<file path="src/rtl/cdb_arbiter.sv">
// Common Data Bus arbiter: fixed priority for non-holdable FU ports, round-robin for the rest.
// Same-cycle combinational ack; the winner's payload is broadcast one cycle later.
module cdb_arbiter #(
  parameter int N_FU       = 4,
  parameter int DATA_WIDTH = 32,
  parameter int TAG_WIDTH  = 3,
  parameter logic [N_FU-1:0] PRIO_MASK = {{(N_FU-1){1'b0}}, 1'b1}
) (
  input  logic                      clk,
  input  logic                      rst,
  input  logic                      flush,
  input  logic [N_FU-1:0]           req_valid,
  input  logic [N_FU*DATA_WIDTH-1:0] req_result,
  input  logic [N_FU*TAG_WIDTH-1:0] req_tag,
  input  logic [N_FU*5-1:0]         req_dest,
  output logic [N_FU-1:0]           req_ack,
  output logic                      cdb_valid,
  output logic [DATA_WIDTH-1:0]     cdb_result,
  output logic [TAG_WIDTH-1:0]      cdb_tag,
  output logic [4:0]                cdb_dest_reg,
  output logic                      prio_conflict,
  output logic [15:0]               bcast_cnt
);

  localparam int PTR_W = $clog2(N_FU);

  logic [PTR_W-1:0]      rr_ptr_q, rr_ptr_d;
  logic                  cdb_valid_q;
  logic [DATA_WIDTH-1:0] cdb_result_q;
  logic [TAG_WIDTH-1:0]  cdb_tag_q;
  logic [4:0]            cdb_dest_q;
  logic                  prio_conflict_q;
  logic [15:0]           bcast_cnt_q;

  logic [N_FU-1:0]       prio_req;
  logic [N_FU-1:0]       ack_d;
  logic [PTR_W-1:0]      grant_idx;
  logic                  grant_any;
  logic                  grant_rr;
  logic                  conflict_d;
  int                    j;
  int                    sel;

  always_comb begin
    ack_d     = '0;
    grant_idx = '0;
    grant_any = 1'b0;
    grant_rr  = 1'b0;
    j         = 0;
    prio_req  = req_valid & PRIO_MASK;
    if (!rst && !flush) begin
      if (|prio_req) begin
        // Descending scan so the lowest requesting priority index wins last.
        for (int i = N_FU - 1; i >= 0; i--) begin
          if (prio_req[i]) begin
            grant_idx = PTR_W'(i);
            grant_any = 1'b1;
          end
        end
      end else begin
        // Descending offset scan: the port closest to rr_ptr overwrites the others.
        for (int k = N_FU - 1; k >= 0; k--) begin
          j = int'(rr_ptr_q) + k;
          if (j >= N_FU) j = j - N_FU;
          if (req_valid[j]) begin
            grant_idx = PTR_W'(j);
            grant_any = 1'b1;
            grant_rr  = 1'b1;
          end
        end
      end
    end
    if (grant_any) ack_d[grant_idx] = 1'b1;
  end

  always_comb begin
    rr_ptr_d = rr_ptr_q;
    if (grant_rr) begin
      rr_ptr_d = (grant_idx == PTR_W'(N_FU - 1)) ? '0 : grant_idx + PTR_W'(1);
    end
  end

  assign sel        = int'(grant_idx);
  assign conflict_d = !rst && !flush && |(prio_req & ~ack_d);

  always_ff @(posedge clk) begin
    if (rst) begin
      rr_ptr_q        <= '0;
      cdb_valid_q     <= 1'b0;
      cdb_result_q    <= '0;
      cdb_tag_q       <= '0;
      cdb_dest_q      <= '0;
      prio_conflict_q <= 1'b0;
      bcast_cnt_q     <= '0;
    end else begin
      rr_ptr_q    <= rr_ptr_d;
      cdb_valid_q <= grant_any;
      if (grant_any) begin
        cdb_result_q <= req_result[sel*DATA_WIDTH +: DATA_WIDTH];
        cdb_tag_q    <= req_tag[sel*TAG_WIDTH +: TAG_WIDTH];
        cdb_dest_q   <= req_dest[sel*5 +: 5];
        bcast_cnt_q  <= bcast_cnt_q + 16'd1;
      end
      if (conflict_d) prio_conflict_q <= 1'b1;
    end
  end

  assign req_ack       = ack_d;
  assign cdb_valid     = cdb_valid_q;
  assign cdb_result    = cdb_result_q;
  assign cdb_tag       = cdb_tag_q;
  assign cdb_dest_reg  = cdb_dest_q;
  assign prio_conflict = prio_conflict_q;
  assign bcast_cnt     = bcast_cnt_q;

endmodule

</file>
<file path="config.mk">
export PLATFORM = sky130hd
export DESIGN_NAME = cdb_arbiter
export DESIGN_NICKNAME = d
export VERILOG_FILES = /design/src/rtl/cdb_arbiter.sv
export SDC_FILE = /design/constraint.sdc
export NUM_CORES = 1
export LEC_CHECK = 0
export CORE_MARGIN = 2
export CORE_UTILIZATION = 45
export CTS_CLUSTER_SIZE = 14
export DETAILED_ROUTE_END_ITERATION = 7
export DONT_BUFFER_PORTS = 1
export MAX_ROUTING_LAYER = met4
export PLACE_DENSITY = 0.63
export SETUP_SLACK_MARGIN = 0.05
export SLEW_MARGIN = 40
export SYNTH_ARGS = -nofsm -noshare
export SYNTH_HDL_FRONTEND = slang
export SYNTH_SLANG_ARGS = --single-unit
</file>
<file path="constraint.sdc">
create_clock -name clk -period 6.5 [get_ports clk]
set_clock_uncertainty 0.05 [all_clocks]
set_input_delay 1.3 -clock clk [delete_from_list [all_inputs] [get_ports clk]]
set_output_delay 1.3 -clock clk [all_outputs]
set_load 0.05 [all_outputs]
</file>
# Word-level counts from Yosys, hierarchy flattened

Cells that the tools add are included.

Input port bits: 167
Output and inout bits: 62
Bits in registers: 60

Multipliers: 2
Bitwise logic cells: 2
Shift operators: 3
Magnitude comparators: 10
Multiplexer cells: 42
Reduce and logical (&&, ||, !) cells: 6
Eq/ne operators: 1
$add $sub $neg: 9

Operators by type and width:

| kind                  | number |
|---|---|
| $mux 32               | 12 |
| $lt 32x4->1 const B   | 4 |
| $shiftx 128x8->32     | 1 |
| $shiftx 20x6->5       | 1 |
| $mux 1                | 17 |
| $add 16x1->16 const B | 1 |
| $mux 2                | 7 |
| $shiftx 12x5->3       | 1 |
| $sub 3x3->4 const B   | 3 |
| $ge 3x3->1 const B    | 3 |
| $bmux 1 s2            | 4 |
| $add 2x2->3 const B   | 2 |
| $mul 2x3->5 const B   | 1 |
| $and 1x4->4           | 1 |
| $mul 2x2->4 const B   | 1 |
| $mux 4                | 1 |
| $not 4->4             | 1 |
| $reduce_or 4->1       | 1 |
| $sub 2x3->4 const B   | 1 |
| $add 2x1->3 const B   | 1 |
| $ge 2x3->1 const B    | 1 |
| $logic_and 1x1->1     | 3 |
| $lt 2x3->1 const B    | 1 |
| $add 2x1->2 const B   | 1 |
| other kinds (4)       | 5 |

# Longest topological paths before layout

Gate-level depths: netlist of run 1.

Word-level depth: 23
Gate-level depth with buffers: 11
Gate-level depth less buffers: 9

# Worst setup path after synthesis of run 1

Ideal clock, no wire load.

Path kind: input port to output port
From: input port req_valid[0]
To: output port req_ack[0]
Arrival: 3,057 ps
Required time: 5,150 ps
Setup slack: 2,093 ps
Stages on the path: 9
Path buffers: 3
Cell sequence: buf_4 > a211oi_1 > o32a_2 > buf_6 > buf_6 > and2_1 > inv_1 > ha_1 > and3_1

Cells in the longest elaborated chain, start to end: 14
Elaborated cells between the ends (all ways): 30

Ends and longest elaborated chain:

| item                                                           | RTL line | source |
|---|---|---|
| start, declared                                                | 12       | `input logic [N_FU-1:0] req_valid,` |
| $bmux 1 s2                                                     | 65       | `if (req_valid[j]) begin` |
| $mux 1 (not written as such) (2 in series)                     | 65       |  |
| $mux 2 (4 in series)                                           | 65       |  |
| $mux 2                                                         | 52       | `if (\|prio_req) begin` |
| $mux 2                                                         | 51       | `if (!rst && !flush) begin` |
| $lt 2x3->1 (not written as such) or $ge 2x1->1 (tied branches) | 73       | `if (grant_any) ack_d[grant_idx] = 1'b1;` |
| $logic_and 1x1->1 (not written as such)                        | 73       |  |
| $mux 1 (not written as such)                                   | 73       |  |
| $demux 1 s2                                                    | 73       |  |
| $mux 4 (*)                                                     | 73       |  |
| end, declared                                                  | 16       | `output logic [N_FU-1:0] req_ack,` |

Every way passes the cells marked *; elsewhere a longest branch is shown, timed or not. The select of a mux whose other input is x is not followed.

# Worst setup path in the final report of run 1

From: input port req_valid[2]
To: output port req_ack[0]

Same word-level chain as after synthesis.

==> impl_metrics.csv, run 1 <==
group,metric,value,unit
clock_tree,clock_sink_count,60,
critical_path,worst_ep_required_time,5.15,ns
critical_path,r2r-start,"bcast_cnt[0]$_SDFFE_PP0P_",
run,max_cap_violations,0,
grt,antenna_found_initial,0,
routing,detail_route.iter0.violations,81,
yosys,synthMuxAreaShare,0.120,
grt,global_route.overflow_total,0,
clock_tree,cts_hold_repair.buffers,0,
yosys,synth_compound_gate_area_share,0.249,
yosys,simple_gate_portion_of_the_synthesized_area,0.153,
routing,route.vias.total,2990,
power,clock_power_share,0.372,
sta,setup_viol,0,
critical_path,worst-setup-path-type,"input pin to output pin",
clock_tree,clkLatencyLatePin,0.34,ns
grt,largest_net_degree_at_the_start_of_global_routing,60,
yosys,ys_seq_elements,60,
critical_path,crit_path_max_incr_delay,0.47,ns
power,power.leakage,1.46,nW
die,die_w,92.2,um
hold_path,hold_class,"flip-flop to flip-flop",
critical_path,worst-path-max-fanout,5,
critical_path,cp_common_cell,"sky130_fd_sc_hd__inv_1",
critical_path,crit_end_element,"output pin",
layout,most_common_cell_after_layout_fill_and_taps_aside,"sky130_fd_sc_hd__dfxtp_1",
clock_tree,cts_root_buf,"sky130_fd_sc_hd__clkbuf_8",
power,internal_power,0.683,mW
yosys,postSynthAreaPerCell,9.17,um^2
die,num_io_pins,229,
yosys,mappedNetlistArea,3500,um^2
yosys,synthesis.instances,382,
yosys,synth_adder_area_share,0.0179,
critical_path,critical_path.n_buffers_inverters,2,
placement,port-buffer-count,0,
die,num_rows,32,
layout,finish.instance_area,3760,um^2
yosys,yosys.area_share.xor_xnor,0.0250,
power,p_seq_frac,0.511,
layout,final-instance-count-excl-fill,477,
clock_tree,number_of_buffers_inserted_by_post_cts_setup_repair,0,
critical_path,critPathLaunchType,"input pin",
power,power_density,269,nW/um^2
grt,globalRouteTotalUtil,0.231,
clock_tree,number_of_h_tree_branching_levels,3,
layout,fin_nets,542,
power,vdd_ir_drop_max,0.117,mV
sta,setup_total_neg_slack,0,ns
routing,detail_route.wirelength,9840,um
grt,global_route_wire_length_before_repair,14800,um
yosys,seq_area_frac_synth,0.343,
placement,placed_cells,461,
die,floorplan.die_area,8500,um^2
critical_path,cpLargestDelayFamily,"simple AND/OR/NAND/NOR gates",
critical_path,crit_arrival,2.72,ns
power,switching_share,0.326,
routing,route.antenna.remaining_nets,0,
routing,drt-wirelength-per-cell,20.6,um
routing,post-route-drc-count,0,
status,run_status,"completed",
sta,worst_pin_slew,0.664,ns
sta,period_utilization_post_route,0.626,
placement,hpwl,6980,um
placement,gpl.final_weighted_congestion,0.776,
power,power.switching,0.330,mW
layout,layout.core_utilization,0.492,
clock_tree,cts_repair_resize_count,0,
layout,diodes,0,
layout,num-fill-cells,726,
clock_tree,cts-buffers-inserted,9,
grt,first_global_vias,2849,
layout,layout.cells.most_common_list,"60 x sky130_fd_sc_hd__dfxtp_1, 43 x sky130_fd_sc_hd__inv_1, 36 x sky130_fd_sc_hd__mux2i_1",
sta,timing_max_transition_violations_final,0,
hold_path,min_from,"rr_ptr_q[0]$_SDFFE_PP0P_",
power,comb_power_share,0.117,
die,die_h,92.2,um
layout,areaGrowthSynthToFinish,7.43,%
critical_path,cp_slowest_cell,"sky130_fd_sc_hd__and3_1",
critical_path,worstSetupStartpoint,"req_valid[2]",
die,floorplan.initialDensity,0.458,
routing,routed_via_density,6.27,
clock_tree,cts_max_path_buffers,2,
clock_tree,tritoncts,"done",
sta,hold_viol,0,
layout,fraction_of_layout_instances_using_a_drive_strength_above_1,0.136,
layout,max_ffs_per_register,32,
yosys,synth_top_family_by_area,"compound AO/OA/AOI/OAI gates",
placement,dpl-instance-area,3540,um^2
sta,remaining_max_slew_budget_at_the_tightest_pin,0.557,
yosys,synth.distinct_cells,42,
routing,drtPass1Iterations,4,
sta,timing.final.crit_period,4.07,ns
die,floorplan.core_area,7650,um^2
sta,max_clock_freq,0.246,GHz
sta,rsz0062_at_grt,"no",
clock_tree,clk_pin_slew,0.06,ns
yosys,syn_nets,554,
yosys,ys.warnings.count,0,
critical_path,crit_path_cell_trace,"inv_1 > a211oi_1 > o32a_2 > and2_1 > inv_1 > ha_1 > and3_1",
-- synth_stat cells, drive strengths merged --
library cell	instances	area, um^2
a221o	5	50.1
a221oi	35	369
clkbuf	14	52.6
or4	2	18.8
o21ai	8	40.0
o31ai	1	7.51
a21oi	8	40.0
buf	14	106
and2	3	18.8
mux2i	36	360
xnor2	5	43.8
o22ai	36	288
dfxtp	60	1200
a22o	5	43.8
nor3b	2	15.0
mux2	5	60.1
o21bai	1	7.51
nor3	3	15.0
nand2b	1	6.26
a32oi	1	8.76
or3	5	31.3
and4	2	17.5
nand2	7	26.3
nor2	18	75.1
a211oi	1	7.51
inv	43	161
xor2	5	43.8
ha	5	62.6
and4bb	1	12.5
nor2b	35	219
o32a	1	11.3
nand4	4	25.0
and3	5	31.3
nand3	5	25.0
-- power groups by stage --
stage | clock [mW] | sequential [mW] | combinational (mW)
2_1_floorplan | 0 | 0.517 | 0.110
3_3_place_gp | 0 | 0.526 | 0.115
3_5_place_dp | 0 | 0.525 | 0.119
4_1_cts | 0.386 | 0.518 | 0.119
5_1_grt | 0.404 | 0.520 | 0.131
6_report | 0.377 | 0.517 | 0.118
-- stage by stage --
| stage | power (mW) | hold slack (ns) | worst slack [ns] |
|---|---|---|---|
| floorplan | 0.627 | 0.410 | 2.09 |
| global placement | 0.641 | 0.423 | 2.48 |
| detailed placement | 0.644 | 0.436 | 2.43 |
| CTS | 1.02 | 0.444 | 2.43 |
| global route | 1.05 | 0.474 | 2.37 |
| finish | 1.01 | 0.442 | 2.43 |
-- metal layers --
layer	share of wire	vias up	track usage
met2	0.51	155	0.376
met1	0.39	1432	0.256
met4	0.033	0	0.132
li1	-	1377	-
met5	0	-	-
met3	0.072	26	0.0608
-- cell type report --
| type | instances | area, um^2 | share of cell area |
|---|---|---|---|
| Tap cell | 102 | 128 | 0.0339 |
| Sequential cell | 60 | 1200 | 0.319 |
| Clock buffer | 12 | 145 | 0.0386 |
| Inverter | 43 | 161 | 0.0429 |
| Multi-Input combinational cell | 251 | 2000 | 0.532 |
| Clock inverter | 4 | 72.6 | 0.0193 |
| Timing Repair Buffer | 5 | 52.6 | 0.0140 |
-- logic make-up after synthesis --
kind of cell | Yosys count
xor gates and xnor gates | 10
AOI/OAI and AO/OA | 102
DFF | 60
muxes | 41
and+or+nand+nor | 93
buffers and inverters | 71
adders and majority gates | 5
-- tightest hold or removal path, cell delays in order, from the launching register on --
cell and delay, ns:
sky130_fd_sc_hd__dfxtp_1 0.33, sky130_fd_sc_hd__nand2_1 0.06, sky130_fd_sc_hd__a21oi_1 0.06
-- worst paths after layout --
kind         depth (start not counted)  slack (ns)                         end
max                                  7        2.43                  req_ack[0]
min                                  2        0.44    rr_ptr_q[0]$_SDFFE_PP0P_
max reg2reg                          5        4.12  bcast_cnt[12]$_SDFFE_PP0P_
min reg2reg                          2        0.44    rr_ptr_q[0]$_SDFFE_PP0P_
(Power assumes the default switching activity.)
==> run 2: changes to the inputs <==
- clock period: 6.5 -> 4.05 ns (I/O delays scaled with it)
==> run 2 against run 1 <==
  * Clock power rose by 29%
  * Sequential power is 61% higher
  * Die area unchanged
  * Critical path depth unchanged
  * Count of clock-buffer cells in the layout is 2 lower
  * Cell count is 0.21% higher
  * Sequential share of layout area rose by 0.41 points
  * Combinational power is 60% higher
  * Worst setup slack got worse by 1.5 ns
  * Design area fell by 1.3%
  * Largest cell class unchanged
  * Highest routed layer unchanged
==> impl_metrics.csv, run 2 (synthesis results as in run 1) <==
group,metric,value,unit
status,run_status,"completed",
layout,areaGrowthSynthToFinish,6.07,%
placement,gpl.final_weighted_congestion,0.811,
routing,detail_route.wirelength,9820,um
sta,rsz0062_at_grt,"no",
clock_tree,clkLatencyLatePin,0.33,ns
sta,remaining_max_slew_budget_at_the_tightest_pin,0.484,
sta,timing_max_transition_violations_final,0,
layout,layout.core_utilization,0.486,
die,num_rows,32,
layout,layout.cells.most_common_list,"60 x sky130_fd_sc_hd__dfxtp_1, 43 x sky130_fd_sc_hd__inv_1, 36 x sky130_fd_sc_hd__mux2i_1",
layout,diodes,0,
clock_tree,clock_sink_count,60,
critical_path,r2r-start,"bcast_cnt[0]$_SDFFE_PP0P_",
critical_path,crit_arrival,2.23,ns
die,die_h,92.2,um
sta,max_clock_freq,0.323,GHz
clock_tree,cts_root_buf,"sky130_fd_sc_hd__clkbuf_8",
critical_path,worst-path-max-fanout,5,
layout,most_common_cell_after_layout_fill_and_taps_aside,"sky130_fd_sc_hd__dfxtp_1",
critical_path,worst-setup-path-type,"input pin to output pin",
routing,detail_route.iter0.violations,109,
die,floorplan.core_area,7650,um^2
sta,period_utilization_post_route,0.764,
grt,global_route.overflow_total,0,
critical_path,critPathLaunchType,"input pin",
layout,fraction_of_layout_instances_using_a_drive_strength_above_1,0.144,
hold_path,min_from,"rr_ptr_q[0]$_SDFFE_PP0P_",
critical_path,worst_ep_required_time,3.19,ns
critical_path,crit_end_element,"output pin",
routing,drtPass1Iterations,4,
grt,largest_net_degree_at_the_start_of_global_routing,60,
clock_tree,cts_hold_repair.buffers,0,
critical_path,r2r-end,"bcast_cnt[14]$_SDFFE_PP0P_",
clock_tree,number_of_h_tree_branching_levels,3,
grt,globalRouteTotalUtil,0.231,
grt,antenna_found_initial,0,
sta,setup_ws,0.957,ns
routing,route.vias.total,2965,
die,floorplan.initialDensity,0.458,
grt,first_global_vias,2936,
clock_tree,clk_pin_slew,0.07,ns
power,power.leakage,1.44,nW
sta,worst_pin_slew,0.773,ns
sta,timing.final.crit_period,3.09,ns
layout,fin_nets,543,
critical_path,worst-r2r-setup-slack,1.68,ns
placement,port-buffer-count,0,
clock_tree,cts_repair_resize_count,0,
critical_path,number_of_cells_traversed_by_the_worst_register_to_register_path,5,
sta,hold_viol,0,
clock_tree,tritoncts,"done",
routing,drt-wirelength-per-cell,20.5,um
hold_path,hold_end,"rr_ptr_q[0]$_SDFFE_PP0P_",
placement,hpwl,6930,um
die,num_io_pins,229,
die,die_w,92.2,um
clock_tree,cts-buffers-inserted,9,
sta,setup_viol,0,
routing,route.antenna.remaining_nets,0,
sta,timing.hold.ws,0.437,ns
die,floorplan.die_area,8500,um^2
clock_tree,cts_max_path_buffers,2,
clock_tree,number_of_buffers_inserted_by_post_cts_setup_repair,0,
layout,max_ffs_per_register,32,
run,max_cap_violations,0,
hold_path,whs_path_depth,2,
hold_path,hold_class,"flip-flop to flip-flop",
sta,setup_total_neg_slack,0,ns
routing,post-route-drc-count,0,
power,power_density,406,nW/um^2
routing,routed_via_density,6.20,
grt,global_route_wire_length_before_repair,15100,um
power,vdd_ir_drop_max,0.192,mV
placement,pre_cts_slack,0.967,ns
[run 2: cell types whose count changed in the layout (fill, tap and decap cells not counted), sizes merged]
| cell | previous run | this run |
|---|---|---|
| buf | 5 | 6 |
| clkbuf | 12 | 10 |
| bufinv | 2 | 0 |
| clkinvlp | 1 | 4 |
| clkinv | 1 | 2 |
[run 2: through the flow]
stage	area [um^2]	instances	total power [mW]
floorplan	3500	382	1.01
global placement	3540	462	1.03
detailed placement	3540	462	1.03
CTS	3710	478	1.52
global route	3710	478	1.57
finish	3710	478	1.51
[run 2: area by class of cell]
type / instances / area [um^2]
Fill cell: 746 / 3930
Multi-Input combinational cell: 251 / 2000
Sequential cell: 60 / 1200
Inverter: 43 / 161
Clock buffer: 10 / 138
Tap cell: 102 / 128
Timing Repair Buffer: 6 / 45.0
Clock inverter: 6 / 40.0
[run 2: worst max-delay path, stage by stage]
cell	delay, ns
sky130_fd_sc_hd__inv_1	0.07
sky130_fd_sc_hd__a211oi_1	0.05
sky130_fd_sc_hd__o32a_2	0.38
sky130_fd_sc_hd__and2_1	0.19
sky130_fd_sc_hd__inv_1	0.08
sky130_fd_sc_hd__ha_1	0.17
sky130_fd_sc_hd__and3_1	0.47
[run 2: how the worst max path moves through the flow]
stage	startpoint	end	slack, ns	cells after the start
global route	req_valid[2]	req_ack[0]	0.88	7
floorplan	req_valid[0]	req_ack[0]	0.62	9
CTS	req_valid[2]	req_ack[0]	0.97	7
finish	req_valid[2]	req_ack[0]	0.96	7
global placement	req_valid[2]	req_ack[0]	1.00	7
detailed placement	req_valid[2]	req_ack[0]	0.97	7
[run 2: layer usage]
layer,share of wire,global-route usage
met4,0.020,0.0796
met1,0.40,0.269
met3,0.071,0.0666
met5,0,-
met2,0.51,0.381
[run 2: report_power, final]
| part | internal (mW) | total (mW) | switching (mW) |
|---|---|---|---|
| clock network | 0.236 | 0.488 | 0.252 |
| registers | 0.637 | 0.830 | 0.194 |
| logic | 0.0952 | 0.189 | 0.0939 |
| total | 0.968 | 1.51 | 0.539 |
==> run 3: changes to the inputs <==
- PLACE_DENSITY: 0.63 -> 0.65
- clock period: 4.05 -> 2.6 ns (I/O delays scaled with it)
==> run 3 against run 2 <==
  * Routed wire length grew 0.10%
  * Combinational power grew 69%
  * Critical endpoint unchanged
  * Critical path type is now flip-flop to output pin
  * Via count grew 0.10%
  * Hold slack lost 0.23 ns
  * First-iteration DRC count grew 55%
  * Count of clock-buffer cells in the layout grew 4
  * Clock power grew 78%
==> impl_metrics.csv, run 3 (synthesis results as in run 1) <==
group,metric,value,unit
layout,fraction_of_layout_instances_using_a_drive_strength_above_1,0.187,
layout,areaGrowthSynthToFinish,11.4,%
sta,timing.hold.ws,0.202,ns
die,floorplan.core_area,7650,um^2
critical_path,cp_slowest_cell,"sky130_fd_sc_hd__o32a_2",
clock_tree,number_of_h_tree_branching_levels,3,
layout,fin_nets,554,
critical_path,end_of_the_critical_path,"req_ack[0]",
placement,gpl.final_weighted_congestion,0.790,
die,die_h,92.2,um
power,power.leakage,1.52,nW
routing,routed_via_density,6.08,
die,floorplan.die_area,8500,um^2
routing,drtPass1Iterations,4,
clock_tree,cts_root_buf,"sky130_fd_sc_hd__clkbuf_8",
status,run_status,"completed",
grt,global_route.overflow_total,0,
run,max_cap_violations,0,
layout,diodes,0,
placement,port-buffer-count,0,
layout,area.sequential,1200,um^2
sta,rsz0062_at_grt,"no",
placement,hpwl,6970,um
critical_path,worst-setup-path-type,"flip-flop to output pin",
layout,most_common_cell_after_layout_fill_and_taps_aside,"sky130_fd_sc_hd__dfxtp_1",
routing,route.antenna.remaining_nets,0,
critical_path,crit_end_element,"output pin",
clock_tree,cts_hold_repair.buffers,0,
die,die_w,92.2,um
sta,setup_viol,0,
power,vdd_ir_drop_max,0.287,mV
critical_path,cpLargestDelayFamily,"compound AO/OA/AOI/OAI gates",
power,clock_power_share,0.352,
grt,globalRouteTotalUtil,0.235,
power,internal_power,1.67,mW
power,power_density,633,nW/um^2
clock_tree,tritoncts,"done",
sta,worst_pin_slew,0.640,ns
layout,num-fill-cells,725,
hold_path,hold_class,"input pin to flip-flop",
die,num_io_pins,229,
routing,drt-wirelength-per-cell,20.1,um
layout,max_ffs_per_register,32,
critical_path,critPathLaunchType,"flip-flop",
critical_path,worst-r2r-setup-slack,0.54,ns
sta,hold_viol,0,
clock_tree,clk_pin_slew,0.07,ns
routing,route.vias.total,2968,
routing,post-route-drc-count,0,
critical_path,crit_arrival,1.83,ns
critical_path,r2r-end,"cdb_dest_reg[1]$_SDFFE_PP0P_",
clock_tree,cts-buffers-inserted,9,
critical_path,worst_ep_required_time,2.03,ns
critical_path,crit_path_max_incr_delay,0.40,ns
critical_path,worstSetupStartpoint,"rr_ptr_q[1]$_SDFFE_PP0P_",
sta,max_clock_freq,0.416,GHz
power,comb_power_share,0.129,
layout,layout.cells.most_common_list,"59 x sky130_fd_sc_hd__dfxtp_1, 42 x sky130_fd_sc_hd__inv_1, 36 x sky130_fd_sc_hd__mux2i_1",
clock_tree,clkLatencyLatePin,0.33,ns
grt,first_global_vias,2963,
die,num_rows,32,
clock_tree,clock_sink_count,60,
power,p_seq_frac,0.519,
placement,pre_cts_slack,0.242,ns
sta,period_utilization_post_route,0.925,
grt,largest_net_degree_at_the_start_of_global_routing,60,
power,power.switching,0.800,mW
layout,multi_input_gate_area,2050,um^2
critical_path,number_of_cells_traversed_by_the_worst_register_to_register_path,6,
critical_path,critical_path.n_buffers_inverters,1,
grt,antenna_found_initial,0,
critical_path,worst-path-max-fanout,7,
grt,global_route_wire_length_before_repair,15100,um
sta,setup_ws,0.195,ns
clock_tree,cts_max_path_buffers,2,
critical_path,cp_depth,6,
sta,setup_total_neg_slack,0,ns
die,floorplan.initialDensity,0.458,
critical_path,r2r-start,"rr_ptr_q[1]$_SDFFE_PP0P_",
sta,timing.final.crit_period,2.40,ns
sta,timing_max_transition_violations_final,0,
routing,detail_route.wirelength,9830,um
power,switching_share,0.324,
routing,detail_route.iter0.violations,169,
critical_path,crit_path_cell_trace,"a211oi_2 > o32a_2 > and2_4 > inv_4 > ha_4 > and3_4",
sta,remaining_max_slew_budget_at_the_tightest_pin,0.570,
## run 3: what timing repair did
action	in CTS	in global routing
resized for setup	0	1
buffers inserted	0	0
endpoints found under the setup margin	0	2
## run 3: per-layer routing
| metal | global-route usage | routed length (um) |
|---|---|---|
| met5 | - | 0 |
| met4 | 0.0995 | 181 |
| met3 | 0.0813 | 767 |
| met2 | 0.368 | 4870 |
| met1 | 0.275 | 4010 |
## run 3: worst min path at each step
| stage | slack (ns) | from | endpoint | cells after the start |
|---|---|---|---|---|
| final | 0.20 | rst | bcast_cnt[11]$_SDFFE_PP0P_ | 1 |
| after global placement | 0.43 | rr_ptr_q[0]$_SDFFE_PP0P_ | rr_ptr_q[0]$_SDFFE_PP0P_ | 2 |
| after detailed placement | 0.44 | rr_ptr_q[0]$_SDFFE_PP0P_ | rr_ptr_q[0]$_SDFFE_PP0P_ | 2 |
| after CTS | 0.19 | rst | bcast_cnt[11]$_SDFFE_PP0P_ | 1 |
| after global routing | 0.17 | rst | rr_ptr_q[1]$_SDFFE_PP0P_ | 1 |
| after floorplan | 0.41 | rr_ptr_q[0]$_SDFFE_PP0P_ | rr_ptr_q[0]$_SDFFE_PP0P_ | 2 |
## run 3: worst reg2reg max path: stages, from the launching register on
cell and delay [ns]:
sky130_fd_sc_hd__dfxtp_2 0.35, sky130_fd_sc_hd__a211oi_2 0.21, sky130_fd_sc_hd__o32a_2 0.19, sky130_fd_sc_hd__buf_4 0.33, sky130_fd_sc_hd__buf_4 0.41, sky130_fd_sc_hd__mux2i_1 0.30, sky130_fd_sc_hd__a221oi_2 0.09
## run 3: power by group through the flow
| stage | Sequential (mW) | Combinational, mW | Clock, mW |
|---|---|---|---|
| 6_report | 1.28 | 0.320 | 0.868 |
| 3_3_place_gp | 1.30 | 0.312 | 0 |
| 2_1_floorplan | 1.29 | 0.283 | 0 |
| 4_1_cts | 1.28 | 0.322 | 0.890 |
| 5_1_grt | 1.29 | 0.353 | 0.937 |
| 3_5_place_dp | 1.30 | 0.321 | 0 |
## run 3: final cells by class
cell class,count,area share
flip-flops and latches,60,0.308
clock inverters,1,0.00769
multi-input cells,251,0.526
clock buffers,14,0.0442
inverters,43,0.0420
repair buffers,17,0.0391
well taps,102,0.0327
## run 3: metrics by stage
stage / instance area [um^2] / cells / utilization / total power, mW
after global placement: 3700 / 473 / 0.484 / 1.61
after global routing: 3900 / 488 / 0.510 / 2.58
after CTS: 3900 / 488 / 0.510 / 2.49
after floorplan: 3580 / 382 / - / 1.58
after detailed placement: 3700 / 473 / 0.484 / 1.62
final: 3900 / 488 / 0.510 / 2.47
